**src/rtl/caesar_decoder.sv**
```systemverilog
// -----------------------------------------------------------------------------
// caesar_decoder
//
// Streaming Caesar-cipher decryptor. ASCII ciphertext arrives on a valid/ready
// input, letters are shifted back by the current key (other bytes pass through
// unchanged), and the plaintext is buffered in a small FIFO that drives a
// valid/ready output toward the display path.
//
// Ports:
//   CLOCK_50      in   system clock, rising edge
//   RESET_N       in   asynchronous active-low reset (synchronous release)
//   key_load      in   strobe: capture key_in (reduced mod 26) into key register
//   key_in        in   [4:0] shift amount 0..31
//   in_valid      in   ciphertext character present
//   in_ready      out  FIFO not full; depends on FIFO state only
//   in_char       in   [7:0] ASCII ciphertext
//   out_valid     out  FIFO not empty
//   out_ready     in   downstream consumes the head this cycle
//   out_char      out  [7:0] plaintext at FIFO head
//   key_cur       out  [4:0] effective key 0..25
//   letter_count  out  [CNT_W-1:0] letters decoded since reset, saturating
// -----------------------------------------------------------------------------
module caesar_decoder #(
  parameter int DEPTH = 4,
  parameter int CNT_W = 16
) (
  input  logic             CLOCK_50,
  input  logic             RESET_N,
  input  logic             key_load,
  input  logic [4:0]       key_in,
  input  logic             in_valid,
  output logic             in_ready,
  input  logic [7:0]       in_char,
  output logic             out_valid,
  input  logic             out_ready,
  output logic [7:0]       out_char,
  output logic [4:0]       key_cur,
  output logic [CNT_W-1:0] letter_count
);

  localparam int AW = $clog2(DEPTH);
  localparam int PW = AW + 1;

  // Pointers carry one extra wrap bit so full and empty can be told apart.
  logic [PW-1:0]    wr_ptr_q, wr_ptr_d;
  logic [PW-1:0]    rd_ptr_q, rd_ptr_d;
  logic [4:0]       key_q, key_d;
  logic [CNT_W-1:0] cnt_q, cnt_d;
  // Last character popped; shown on out_char while the FIFO is empty so the
  // output keeps its last value instead of exposing a stale slot.
  logic [7:0]       hold_q, hold_d;
  logic [7:0]       mem_q [DEPTH];

  logic             full, empty, push, pop;
  logic             is_upper, is_lower, is_letter;
  logic [7:0]       base, offset;
  logic [5:0]       idx, plain_idx;
  logic [7:0]       dec_char;
  logic [7:0]       head_char;

  // ---------------------------------------------------------------------------
  // Letter decode, applied on the write side with the key in force this cycle.
  // ---------------------------------------------------------------------------
  always_comb begin
    is_upper  = (in_char >= 8'h41) && (in_char <= 8'h5A);
    is_lower  = (in_char >= 8'h61) && (in_char <= 8'h7A);
    is_letter = is_upper || is_lower;
    base      = is_upper ? 8'h41 : 8'h61;
    offset    = in_char - base;
    idx       = offset[5:0];
    // Six bits keep idx+26 from overflowing before the subtraction.
    if (idx >= {1'b0, key_q}) begin
      plain_idx = idx - {1'b0, key_q};
    end else begin
      plain_idx = idx + 6'd26 - {1'b0, key_q};
    end
    dec_char = is_letter ? (base + {2'b00, plain_idx}) : in_char;
  end

  // ---------------------------------------------------------------------------
  // FIFO status and next-state logic.
  // ---------------------------------------------------------------------------
  always_comb begin
    empty     = (wr_ptr_q == rd_ptr_q);
    full      = (wr_ptr_q[AW] != rd_ptr_q[AW]) &&
                (wr_ptr_q[AW-1:0] == rd_ptr_q[AW-1:0]);
    in_ready  = !full;
    out_valid = !empty;
    push      = in_valid && !full;
    pop       = out_ready && !empty;
    head_char = mem_q[rd_ptr_q[AW-1:0]];

    wr_ptr_d  = wr_ptr_q + {{AW{1'b0}}, push};
    rd_ptr_d  = rd_ptr_q + {{AW{1'b0}}, pop};

    key_d = key_q;
    if (key_load) begin
      key_d = (key_in >= 5'd26) ? (key_in - 5'd26) : key_in;
    end

    cnt_d = cnt_q;
    if (push && is_letter && (cnt_q != {CNT_W{1'b1}})) begin
      cnt_d = cnt_q + {{(CNT_W-1){1'b0}}, 1'b1};
    end

    hold_d = pop ? head_char : hold_q;

    out_char     = empty ? hold_q : head_char;
    key_cur      = key_q;
    letter_count = cnt_q;
  end

  always_ff @(posedge CLOCK_50 or negedge RESET_N) begin
    if (!RESET_N) begin
      wr_ptr_q <= '0;
      rd_ptr_q <= '0;
      key_q    <= '0;
      cnt_q    <= '0;
      hold_q   <= '0;
    end else begin
      wr_ptr_q <= wr_ptr_d;
      rd_ptr_q <= rd_ptr_d;
      key_q    <= key_d;
      cnt_q    <= cnt_d;
      hold_q   <= hold_d;
    end
  end

  // Storage needs no reset: pointer reset alone discards the contents.
  always_ff @(posedge CLOCK_50) begin
    if (push) begin
      mem_q[wr_ptr_q[AW-1:0]] <= dec_char;
    end
  end

endmodule

```
**config.mk**
```make
export PLATFORM = sky130hd
export DESIGN_NAME = caesar_decoder
export DESIGN_NICKNAME = d
export VERILOG_FILES = /design/src/rtl/caesar_decoder.sv
export SDC_FILE = /design/constraint.sdc
export NUM_CORES = 1
export LEC_CHECK = 0
export BUFFER_PORTS_ARGS = -buffer_cell sky130_fd_sc_hd__buf_4
export CELL_PAD_IN_SITES_DETAIL_PLACEMENT = 1
export CELL_PAD_IN_SITES_GLOBAL_PLACEMENT = 1
export CORE_MARGIN = 2
export CORE_UTILIZATION = 44
export CTS_BUF_LIST = sky130_fd_sc_hd__clkbuf_2
export DETAILED_ROUTE_END_ITERATION = 10
export PLACE_DENSITY = 0.88
export RECOVER_POWER = 25
export SYNTH_ARGS = -nofsm -noshare
export SYNTH_HDL_FRONTEND = slang
export SYNTH_SLANG_ARGS = --single-unit
```
**constraint.sdc**
```tcl
create_clock -name CLOCK_50 -period 3.4 [get_ports CLOCK_50]
set_input_delay 0.34 -clock CLOCK_50 [delete_from_list [all_inputs] [get_ports CLOCK_50]]
set_output_delay 0.34 -clock CLOCK_50 [all_outputs]
set_load 0.05 [all_outputs]
```
==> metrics <==
Main synth FF type=dfrtp_1; pin count of the biggest net entering global routing=36; total CTS buffers=9; fin cells=a little over 500; gpl congestion=approximately 0.82; Die Ht=approximately 97 um; R2R cell count=14; maxcap violations=1; Die Wd=roughly 97 um; minimum clock period=about 3.3 ns; ANT cells=0; critical path type=flip-flop to flip-flop; Rows=33; Worst EP required=3.75 ns; setup_tns=0 ns; Placed Cells=492; first-pass GRT wire length=14800 um; H-Tree Depth=3; Cells after Synth=314; WP data arrival=between 3 and 4 ns; # fillers=890; origin of the critical flop-to-flop path=key_cur[1]$_DFFE_PN0P_; flops & latches, synth=67; VDD IR max=0.314 mV; CP most frequent cell=inv_1; part of the cycle the worst path needs=98.0%; Worst Skew=between 0.02 and 0.025 ns; clk sink count=67; I/O Buffers=48; detailed placement HPWL=6830 um; final hold vios=0; worst skew pair latency=approximately 0.52 ns; initial antenna violation count=0; Die Area=approximately 9400 um^2; drt total wl=~9300 um; vias in the first global route=3095; CP Buf/Inv Count=3; Ys Warns=0; drc violations=0; first-pass detailed-route iteration total=4; Routed Antenna Nets=0; layout cells sized above 1=34.8%; Layout area overhead=25.6%; most frequent cells in the layout=82 x buf_4, 34 x dfrtp_1, 32 x edfxtp_1; delay-heaviest family, CP=adder cells; Initial DRC Count=slightly below 70; fin util=~57%; Cell Area, Synth=3790 um^2; Pleak=2.09 nW; Final Setup Violations=0; Initial Utilization=between 40 and 50%; Slew Limit Headroom=-29.1%; Net Count, Synth=~360; DR vias/cell=roughly 5.4; CTS Root Cell=clkbuf_2; Post-synth ARST share=a little over half; Hold Crit Start=key_in[0]; Tightest Pin Transition=between 1.5 and 2 ns; Register-to-Register Setup Slack=about 0.067 ns; Placed Instance Area=between 4000 and 5000 um^2; status=finished, violations left; failing checks=max-capacitance violations, max-slew violations; Power per Cell Area=813 nW/um^2; TritonCTS clock tree=done; remaining global-route overflow=0; Slew Limit Fails=36; Hold Path Class=primary input to flip-flop; EDFF count, synth=32; Crit-path slowest cell=or4_4; I/O pins=49; Hold Crit Depth=2; most common cell after layout, fill and taps aside=buf_4; Max stage delay on crit path=roughly 0.54 ns; crit path max fanout=4; design area=4760 um^2; Layout Nets=~450; register area share after synthesis=between 40 and 50%; Tot GR Track Use=around 20%; vias after detailed routing=~2700; average size of a mapped cell=between 10 and 15 um^2; Reg-to-Reg End=mem_q[2][7]$_DFFE_PP_; core footprint=roughly 8300 um^2; Fmax achieved=~0.3 GHz; startpoint types=flip-flop; critical path, cell by cell=inv_1, ha_4, inv_1, ha_2, fa_2, a21o_1, a21oi_2, xnor2_1, mux2i_1, mux2i_1, ha_1, inv_1, or4_4, a31oi_4; DR WL/cell=18.2 um; critical path capture point type=flip-flop; clk buf depth=2; hold path endpoint=key_cur[0]$_DFFE_PN0P_; clock-pin slew on the worst setup and hold paths=about 0.2 ns; Distinct cells, synth=slightly below 50; hold slack final=between 0.05 and 0.06 ns
-- area by class of cell --
type	instances	area (um^2)	share of cell area (%)
repair buffers	85	639	13.4
inverters	26	97.6	2.05
clock inverters	7	124	2.60
well taps	105	131	2.76
clock buffers	9	45.0	0.947
multi-input cells	214	1880	39.6
flip-flops and latches	67	1840	38.6
-- what timing repair did --
action / CTS / global route
hold buffers: 2 / 0
endpoints found under the hold margin: 36 / 0
gates resized for setup: 0 / 6
buffers inserted: 1 / 2
pin swaps: 0 / 6
endpoints found under the setup margin: 4 / 11
gates cloned: 0 / 0
-- routing by layer --
layer  vias up  global-route usage, %  share of wire (%)
li1       1293                      -                  -
met1      1379                   22.1                 40
met2        56                   37.4                 55
met3        18                   4.34                3.0
met4         0                   7.58                1.9
met5         -                      0                  0
-- per-stage QoR --
step | total power, mW | setup slack [ns]
6_report | 3.87 | 0.0666
5_1_grt | 4.09 | -0.0551
4_1_cts | 3.88 | 0.0166
3_5_place_dp | 3.21 | -0.372
3_3_place_gp | 3.11 | -0.197
2_1_floorplan | 2.62 | 0.0119
-- report_power, final --
group          total [mW]  switching (mW)  internal (mW)
Clock               0.639           0.317          0.322
Combinational        1.96            1.16          0.806
Sequential           1.27           0.184           1.08
Total                3.87            1.66           2.21
-- flip-flops by register name, summed over array words and instances (netlist names) --
register	cells
rd_ptr_q	3
hold_q	8
key_cur	5
wr_ptr_q	3
mem_q	32
letter_count	16
-- worst max path at each step --
stage,startpoint,to,slack [ns],cells past startpoint
6_report,key_cur[1]$_DFFE_PN0P_,mem_q[2][7]$_DFFE_PP_,0.07,14
5_1_grt,key_cur[1]$_DFFE_PN0P_,mem_q[2][7]$_DFFE_PP_,-0.06,14
4_1_cts,key_cur[1]$_DFFE_PN0P_,mem_q[2][7]$_DFFE_PP_,0.02,14
3_5_place_dp,in_char[1],mem_q[2][7]$_DFFE_PP_,-0.37,17
3_3_place_gp,in_char[1],mem_q[0][7]$_DFFE_PP_,-0.20,17
2_1_floorplan,in_char[0],mem_q[0][7]$_DFFE_PP_,0.01,16
-- cell families after synthesis --
logic type / after synthesis / share of synthesized area, %
compound gates: 34 / 6.18
flops: 67 / 48.5
simple gates: 85 / 12.0
mux: 35 / 12.9
xor+xnor: 34 / 7.86
buf+inv: 33 / 3.37
fa+ha+maj: 26 / 9.18
-- cells in the mapped netlist, types with 3 or more instances --
library cell | instances | share of area [%]
mux4_2 | 8 | 4.8
a31oi_1 | 3 | 0.50
xor2_1 | 13 | 3.0
ha_1 | 23 | 7.6
a21oi_1 | 6 | 0.79
o211ai_1 | 3 | 0.59
nand2b_1 | 3 | 0.50
nor2_1 | 13 | 1.3
nand3_1 | 10 | 1.3
nand4_1 | 6 | 0.99
dfrtp_1 | 35 | 23
inv_1 | 26 | 2.6
edfxtp_1 | 32 | 25
xnor2_1 | 21 | 4.9
nor3b_1 | 3 | 0.59
mux2i_1 | 7 | 1.8
mux2_2 | 18 | 5.3
clkbuf_1 | 4 | 0.40
and3_1 | 6 | 0.99
fa_1 | 3 | 1.6
o21ai_0 | 11 | 1.5
nand2_1 | 25 | 2.5
-- worst reg2reg max path: stages (launching register included) --
cell,delay (ns)
dfrtp_2,0.41
inv_1,0.07
ha_4,0.28
inv_1,0.05
ha_2,0.20
fa_2,0.38
a21o_1,0.18
a21oi_2,0.15
xnor2_1,0.07
mux2i_1,0.12
mux2i_1,0.11
ha_1,0.33
inv_1,0.06
or4_4,0.54
a31oi_4,0.22
(Power assumes the default switching activity.)
